File: src/rtl/snn_setup_loader.sv
// Host-side loader for the spiking core setup/execute pins.
// Streams weight/batchnorm/input bytes, runs the net, counts spikes.
module snn_setup_loader #(
  parameter int WEIGHT_BYTES = 80,
  parameter int BN_BYTES     = 40,
  parameter int INPUT_BYTES  = 2,
  parameter int DRAIN_CYCLES = 3,
  parameter int CNT_BITS     = 8
) (
  input  logic                  clk,
  input  logic                  reset,
  input  logic                  cmd_valid,
  output logic                  cmd_ready,
  input  logic [1:0]            cmd_op,
  input  logic [7:0]            cmd_arg,
  input  logic [7:0]            s_data,
  input  logic                  s_valid,
  output logic                  s_ready,
  output logic [7:0]            snn_data,
  output logic                  snn_execute,
  output logic                  snn_setup_sync,
  output logic [2:0]            snn_setup_control,
  input  logic [7:0]            spikes,
  output logic [8*CNT_BITS-1:0] spike_counts,
  output logic [2:0]            winner,
  output logic                  busy,
  output logic                  done
);

  localparam logic [1:0] S_IDLE  = 2'd0;
  localparam logic [1:0] S_LOAD  = 2'd1;
  localparam logic [1:0] S_RUN   = 2'd2;
  localparam logic [1:0] S_DRAIN = 2'd3;

  localparam logic [2:0] C_W    = 3'b001;
  localparam logic [2:0] C_BN   = 3'b110;
  localparam logic [2:0] C_IN   = 3'b000;
  localparam logic [2:0] C_IDLE = 3'b010;

  localparam int DW = $clog2(DRAIN_CYCLES + 1);
  localparam logic [DW-1:0] DRAIN_LAST = DW'(DRAIN_CYCLES - 1);

  logic [1:0]          state;
  logic [2:0]          code;
  logic [7:0]          target;
  logic [7:0]          nbytes;
  logic [7:0]          run_left;
  logic [DW-1:0]       drain_cnt;
  logic [CNT_BITS-1:0] cnt [8];
  logic                run_fire;

  assign cmd_ready = (state == S_IDLE);
  assign s_ready   = (state == S_LOAD);
  assign busy      = (state != S_IDLE);
  assign run_fire  = cmd_valid && cmd_ready && (cmd_op == 2'b11);

  always_ff @(posedge clk) begin
    if (reset) begin
      state             <= S_IDLE;
      code              <= C_IDLE;
      target            <= '0;
      nbytes            <= '0;
      run_left          <= '0;
      drain_cnt         <= '0;
      snn_data          <= '0;
      snn_execute       <= 1'b0;
      snn_setup_sync    <= 1'b0;
      snn_setup_control <= C_IDLE;
      done              <= 1'b0;
    end else begin
      done              <= 1'b0;
      snn_data          <= '0;
      snn_setup_sync    <= 1'b0;
      snn_setup_control <= C_IDLE;
      unique case (state)
        S_IDLE: begin
          if (cmd_valid) begin
            nbytes <= '0;
            unique case (cmd_op)
              2'b00: begin
                code   <= C_W;
                target <= 8'(WEIGHT_BYTES);
                state  <= S_LOAD;
              end
              2'b01: begin
                code   <= C_BN;
                target <= 8'(BN_BYTES);
                state  <= S_LOAD;
              end
              2'b10: begin
                code   <= C_IN;
                target <= 8'(INPUT_BYTES);
                state  <= S_LOAD;
              end
              2'b11: begin
                run_left    <= cmd_arg;
                drain_cnt   <= '0;
                snn_execute <= (cmd_arg != 8'd0);
                state <= (cmd_arg == 8'd0) ? S_DRAIN : S_RUN;
              end
            endcase
          end
        end
        S_LOAD: begin
          // byte is presented the cycle after it is accepted
          if (s_valid) begin
            snn_data          <= s_data;
            snn_setup_control <= code;
            snn_setup_sync    <= 1'b1;
            nbytes            <= nbytes + 8'd1;
            if (nbytes == target - 8'd1) begin
              state <= S_IDLE;
              done  <= 1'b1;
            end
          end
        end
        S_RUN: begin
          if (run_left == 8'd1) begin
            snn_execute <= 1'b0;
            state       <= S_DRAIN;
          end else begin
            run_left <= run_left - 8'd1;
          end
        end
        S_DRAIN: begin
          if (drain_cnt == DRAIN_LAST) begin
            state <= S_IDLE;
            done  <= 1'b1;
          end else begin
            drain_cnt <= drain_cnt + 1'b1;
          end
        end
        default: state <= S_IDLE;
      endcase
    end
  end

  always_ff @(posedge clk) begin
    if (reset || run_fire) begin
      for (int i = 0; i < 8; i++) cnt[i] <= '0;
    end else if (state == S_RUN || state == S_DRAIN) begin
      for (int i = 0; i < 8; i++) begin
        if (spikes[i] && (cnt[i] != '1))
          cnt[i] <= cnt[i] + 1'b1;
      end
    end
  end

  for (genvar g = 0; g < 8; g++) begin : g_pack
    assign spike_counts[g*CNT_BITS +: CNT_BITS] = cnt[g];
  end

  // strict compare keeps the lowest index on ties
  always_comb begin
    logic [CNT_BITS-1:0] best;
    best   = cnt[0];
    winner = 3'd0;
    for (int i = 1; i < 8; i++) begin
      if (cnt[i] > best) begin
        best   = cnt[i];
        winner = 3'(i);
      end
    end
  end

endmodule

File: config.mk
export PLATFORM = sky130hd
export DESIGN_NAME = snn_setup_loader
export DESIGN_NICKNAME = d
export VERILOG_FILES = /design/src/rtl/snn_setup_loader.sv
export SDC_FILE = /design/constraint.sdc
export NUM_CORES = 1
export LEC_CHECK = 0
export ABC_AREA = 1
export BUFFER_PORTS_ARGS = -buffer_cell sky130_fd_sc_hd__buf_4
export CORE_MARGIN = 8
export CORE_UTILIZATION = 58
export DETAILED_ROUTE_END_ITERATION = 7
export PLACE_DENSITY = 0.82
export SYNTH_ARGS = -nofsm -noshare
export SYNTH_HDL_FRONTEND = slang
export SYNTH_SLANG_ARGS = --single-unit
File: constraint.sdc
create_clock -name clk -period 12.2 [get_ports clk]
set_clock_uncertainty 0.1 [all_clocks]
set_input_delay 1.83 -clock clk [delete_from_list [all_inputs] [get_ports clk]]
set_output_delay 1.83 -clock clk [all_outputs]
set_load 0.02 [all_outputs]
==> metrics.csv, run 1 <==
stage,metric,value,unit
floorplan,Die H,127,µm
yosys,syn_nets,1035,
global_routing,antenna violations before repair,0,
cells_and_area,n_diodes,0,
yosys,register area share after synthesis,37.8,%
worst_setup_path,arrival time worst endpoint,9400,ps
clock_network,number of CTS-inserted buffers,9,
global_routing,grt peak-use layer,met2,
run_status,status,"finished, final reports clean",
yosys,post-synthesis cell count,936,
drt,DRC Markers,0,
sta,Worst-Margin Slew,1090,ps
global_routing,met2 Resource Use GR,36.1,%
clock_network,Root Buffer Master,clkbuf_16,
global_routing,pin count of the biggest net entering global routing,19,
floorplan,core area,0.0120,mm²
clock_network,worst skew pair latency,360,ps
pwr,worst vdd ir,121,µV
placement,Placed Cells,1182,
floorplan,Die Footprint,0.0160,mm²
drt,Avg WL per Cell,14.8,µm
yosys,synthesized area,0.00711,mm²
clock_network,clk sinks,102,
worst_setup_path,Crit-path slowest cell,edfxtp_1,
placement,Place WS,828,ps
clock_network,hold-fix buffers at CTS,0,
yosys,Yosys top cell area share,27.0,%
drt,via/cell ratio,5.49,
sta,Rel. slew slack,26.3,%
floorplan,DIE WIDTH,127,µm
global_routing,met3 GRT Util,5.32,%
cells_and_area,Layout Utilization,70.1,%
yosys,Post-synth EDFFs,64,
floorplan,num rows,40,
cells_and_area,Layout area overhead,18.5,%
yosys,asr flop ratio synth,0,%
cells_and_area,layout cell share with drive strength beyond 1,15.5,%
worst_setup_path,Setup crit end kind,output port,
sta,final hold vios,0,
worst_setup_path,cell mode on critical path,nand2_1,
yosys,"top cells by area, synth","edfxtp_1, ha_1, dfxtp_1, nand2_1, inv_1",
global_routing,GR Util All Layers,22.2,%
worst_setup_path,crit-path max FO,18,
drt,antenna-violating nets left,0,
yosys,Avg Inst Size Synth,7.59,µm²
global_routing,vias in the first global route,6319,
drt,initial drt markers,430,
sta,period utilization,92.9,%
worst_setup_path,startpoint types,flop,
clock_network,clk buf depth,2,
placement,DPL Wire Length,13700,µm
sta,Tmin final,11330,ps
placement,PortBufs,113,
clock_network,CTS tree,built,
global_routing,routing usage on met1,27.8,%
placement,Placer Congestion,0.936,
drt,vias post-DR,6593,
worst_setup_path,Crit Path Class,flop to output port,
clock_network,clock slew at reported path FFs,70,ps
yosys,cell taking the most area after synthesis,edfxtp_1,
drt,Detailed Route WL,17800,µm
global_routing,first-pass GRT wire length,29300,µm
sta,fin. max-slew vios,0,
floorplan,io pins,114,
yosys,Synth Warn #,0,
cells_and_area,fin nets,1148,
job,Max Cap Viol,0,
pwr,Leakage,3.98,nW
worst_setup_path,CP required,10270,ps
sta,Max Fclk,88.2,MHz
yosys,most used flip-flop cell after synthesis,edfxtp_1,
pwr,PwrDens,212,mW/mm²
sta,Final setup viols,0,
floorplan,Initial Util,59.2,%
sta,setup slack after layout,868,ps
yosys,Yosys reg bits,102,
clock_network,H-tree Lvls,3,
cells_and_area,final std cells w/o fill,1201,
worst_setup_path,"slowest stage delay, CP",510,ps
yosys,"Distinct cells, synth",39,
global_routing,grt ovf,0,
min_path,Hold Path Class,flop to flop,
drt,Initial DRT Pass Iterations,5,
-- state kept, by name, indices dropped and copies added (netlist names) --
name,cells
snn_execute,1
nbytes,8
cnt,64
done,1
code,2
snn_setup_sync,1
snn_data,8
drain_cnt,2
snn_setup_control,3
target,2
state,2
run_left,8
-- metrics by stage --
step | instance area [µm²] | total power, mW | TNS [ps] | hold slack, ps
global placement | 8080 | 1.45 | 0 | 363
floorplan | 7110 | 1.20 | 0 | 317
global route | 8420 | 1.96 | -30.9 | 406
detailed placement | 8080 | 1.47 | 0 | 367
CTS | 8380 | 1.76 | 0 | 381
finish | 8420 | 1.78 | 0 | 378
-- layer usage --
| metal | wire (µm) | vias to the layer above |
|---|---|---|
| met2 | 8330 | 215 |
| met1 | 7940 | 2992 |
| li1 | - | 3352 |
| met3 | 1110 | 34 |
| met5 | 0 | - |
| met4 | 455 | 0 |
-- critical path, delay by kind of cell, from the launching register on --
family                   cells  cell delay, ps
AND/OR/NAND/NOR             33            3550
flip-flops                   1             510
AO/OA/AOI/OAI               15            2230
adder cells (fa/ha/maj)      7            2170
buffers and inverters        7             550
-- layout make-up --
| cell class | count | area (µm²) |
|---|---|---|
| Clock buffer | 11 | 264 |
| Clock inverter | 5 | 36.3 |
| Fill cell | 998 | 3590 |
| Inverter | 138 | 518 |
| Multi-Input combinational cell | 682 | 3860 |
| Sequential cell | 102 | 2680 |
| Tap cell | 147 | 184 |
| Timing Repair Buffer | 116 | 871 |
-- cell usage in the layout, fill, tap and decap left out, drive strengths merged, types with 7 or more instances in the layout --
master | synthesis | final
a211oi | 10 | 10
a21oi | 45 | 45
and2 | 8 | 8
buf | 1 | 116
clkbuf | 13 | 11
dfxtp | 38 | 38
edfxtp | 64 | 64
ha | 69 | 69
inv | 138 | 142
nand2 | 211 | 211
nand3 | 58 | 58
nand4 | 25 | 25
nor2 | 115 | 115
nor3 | 12 | 12
nor3b | 15 | 15
nor4 | 7 | 7
o21ai | 53 | 53
xnor2 | 7 | 7
xor2 | 13 | 13
-- final timing paths --
path	slack (ps)	cells after the start	start	end
worst min-delay path	380	2	target[5]	target[5]
worst max-delay path	870	62	cnt[0][15]	winner[2]
worst max register to register	8360	9	state[1]	cnt[1][19]
worst min register to register	380	2	target[5]	target[5]
-- synth_stat cells (2+ instances only) --
master,instances
inv_2,4
inv_1,134
o21a_1,2
nand4_2,2
nand3_1,58
edfxtp_1,64
a21o_1,2
a31oi_1,4
nor3_1,12
o21ai_0,53
clkbuf_1,13
xnor2_1,7
nand4_1,23
dfxtp_1,38
nand2_2,12
a21oi_1,45
nand2_1,196
o211ai_1,5
xor2_1,13
nor4_1,7
a211oi_1,10
nand3b_1,2
and3_1,2
nand2_4,3
o21bai_1,4
ha_1,69
or2_2,6
nor3b_1,15
and2_1,8
nor2_1,114
-- power breakdown --
part           internal, mW  switching (mW)
sequential            0.403          0.0446
combinational         0.402           0.643
clock                 0.158           0.132
total                 0.963           0.820
-- logic make-up after synthesis --
group	Yosys count	synth area share (%)
xor gates and xnor gates	20	2.47
adders and majority gates	69	12.2
buffers and inverters	152	8.05
DFF	102	37.8
AOI/OAI and AO/OA	131	10.4
and+or+nand+nor	462	29.2
-- what timing repair did --
item                                    4_1_cts  5_1_grt
setup buffers                                 0        3
endpoints found under the hold margin         0        0
gates resized for setup                       0        7
endpoints found under the setup margin        0        3
Note: power is estimated with default switching activity, not from simulation.
==> inputs of run 2 (changes only) <==
- CORE_UTILIZATION: 58 -> 35
- PLACE_DENSITY: 0.82 -> default
==> run 2 against run 1 <==
  * First-iteration DRC count down 21%
  * Die area up 57%
  * Sequential cell count unchanged
  * Combinational power up 8%
  * Setup slack better by 11 ps
  * Via count down 0.83%
  * Power up 4.1%
  * Critical path type unchanged
  * Highest routed layer is now met5
==> metrics.csv, run 2 (same netlist as run 1, synthesis figures left out) <==
stage,metric,value,unit
cells_and_area,Reg with most FFs,cnt,
placement,DPL Wire Length,14700,µm
worst_setup_path,Crit Path Class,flop to output port,
placement,PortBufs,113,
global_routing,GR Util All Layers,15.4,%
global_routing,vias in the first global route,6209,
clock_network,Root Buffer Master,clkbuf_16,
worst_setup_path,CP bufs+invs,9,
pwr,worst vdd ir,97.7,µV
cells_and_area,most frequent cells in the layout,"nand2_1, inv_1, buf_4",
sta,fin. max-slew vios,0,
worst_setup_path,cell mode on critical path,nand2_1,
sta,Rel. slew slack,18.9,%
sta,Worst-Margin Slew,1200,ps
placement,Post-DP Area,0.00824,mm²
worst_setup_path,Setup crit end kind,output port,
sta,Final setup viols,0,
drt,Avg WL per Cell,14.3,µm
clock_network,hold-fix buffers at CTS,0,
drt,Detailed Route WL,19100,µm
clock_network,clk sinks,102,
clock_network,CTS tree,built,
pwr,clock share of power,15.2,%
cells_and_area,layout cell share with drive strength beyond 1,17.2,%
sta,final hold vios,0,
drt,Initial DRT Pass Iterations,5,
clock_network,clk buf depth,2,
clock_network,clock slew at reported path FFs,70,ps
cells_and_area,Layout area overhead,22.7,%
cells_and_area,Largest register FFs,64,
sta,total negative setup slack,0,ps
drt,DRC Markers,0,
cells_and_area,cell area after layout,0.00872,mm²
pwr,Int Power,991,µW
worst_setup_path,CP Launch Point,cnt[0][15],
placement,Place WS,600,ps
sta,Tmin final,11320,ps
pwr,Leakage,4.04,nW
job,Max Cap Viol,0,
pwr,Reg power frac,24.1,%
run_status,status,"finished, final reports clean",
worst_setup_path,stages on the worst setup path,60,
sta,setup slack after layout,879,ps
cells_and_area,filler instances,2013,
worst_setup_path,arrival time worst endpoint,9390,ps
floorplan,DIE WIDTH,158,µm
global_routing,first-pass GRT wire length,30800,µm
cells_and_area,"most common cell after layout, fill and taps aside",nand2_1,
pwr,sw power,865,µW
floorplan,core area,0.0201,mm²
worst_setup_path,startpoint types,flop,
global_routing,grt ovf,0,
worst_setup_path,worst-case reg-to-reg path depth,9,
worst_setup_path,Critical Path Sink,winner[2],
clock_network,H-tree Lvls,3,
clock_network,worst skew pair latency,350,ps
cells_and_area,n_diodes,0,
pwr,Gate power share,60.7,%
worst_setup_path,reg2reg setup slack,8350,ps
global_routing,pin count of the biggest net entering global routing,19,
sta,period utilization,92.8,%
clock_network,number of CTS-inserted buffers,9,
pwr,Switching Fraction,46.6,%
floorplan,num rows,52,
floorplan,io pins,114,
worst_setup_path,cell family contributing the most delay on the critical path,simple AND/OR/NAND/NOR gates,
cells_and_area,fin nets,1165,
floorplan,Initial Util,35.3,%
pwr,PwrDens,213,mW/mm²
drt,via/cell ratio,4.88,
placement,Placer Congestion,0.904,
drt,initial drt markers,341,
worst_setup_path,crit-path max FO,18,
worst_setup_path,CP required,10270,ps
floorplan,Die H,158,µm
worst_setup_path,Crit-path slowest cell,edfxtp_1,
worst_setup_path,reg-to-reg endpoint,cnt[1][26],
sta,Max Fclk,88.3,MHz
drt,antenna-violating nets left,0,
worst_setup_path,Crit Reg-Reg Startpoint,state[1],
min_path,Hold Path Class,flop to flop,
drt,vias post-DR,6538,
floorplan,Die Footprint,0.0251,mm²
worst_setup_path,"slowest stage delay, CP",510,ps
global_routing,antenna violations before repair,1,
run 2: routing by layer:
metal | track usage [%] | wire (µm)
met5 | 0 | 13
met3 | 2.99 | 958
met1 | 18.7 | 8550
met4 | 6.24 | 411
met2 | 26.3 | 9170
run 2: repair_timing:
action,CTS,global route
setup buffers,0,19
gates resized for setup,0,18
endpoints found under the setup margin,0,3
run 2: worst register-to-register path: cells and delay by family (launching register included):
kind / cells / cell delay [ps]
simple gates: 4 / 1370
buf+inv: 4 / 830
flops: 1 / 550
compound gates: 1 / 610
run 2: final cells by class:
| class | instances | area [µm²] | area share, % |
|---|---|---|---|
| timing repair buffer | 132 | 991 | 11.4 |
| multi-input combinational | 683 | 3910 | 44.8 |
| sequential | 102 | 2680 | 30.8 |
| inverter | 138 | 522 | 5.98 |
| clock inverter | 7 | 53.8 | 0.617 |
| clock buffer | 9 | 225 | 2.58 |
| tap | 270 | 338 | 3.87 |
run 2: worst min-delay path by stage:
| stage | start | endpoint | slack (ps) | cells past startpoint |
|---|---|---|---|---|
| after floorplan | code[1] | snn_setup_control[1] | 320 | 1 |
| after global placement | drain_cnt[1] | drain_cnt[1] | 360 | 2 |
| after detailed placement | snn_execute | snn_execute | 370 | 2 |
| after CTS | drain_cnt[1] | drain_cnt[1] | 380 | 2 |
| after global routing | nbytes[7] | nbytes[7] | 400 | 2 |
| final | drain_cnt[1] | drain_cnt[1] | 380 | 2 |
run 2: metrics by stage:
step | hold slack [ps] | total power, mW | instances | util, %
floorplan | 317 | 1.20 | 936 | -
global placement | 362 | 1.48 | 1305 | 41.0
detailed placement | 369 | 1.49 | 1305 | 41.0
CTS | 382 | 1.78 | 1321 | 42.4
global route | 404 | 2.05 | 1341 | 43.4
finish | 380 | 1.86 | 1341 | 43.4
run 2: power groups by stage:
stage	Sequential, mW	Combinational (mW)	Clock, mW
finish	0.448	1.13	0.282
global route	0.454	1.29	0.302
CTS	0.449	1.04	0.292
detailed placement	0.457	1.03	0
global placement	0.457	1.02	0
floorplan	0.466	0.732	0
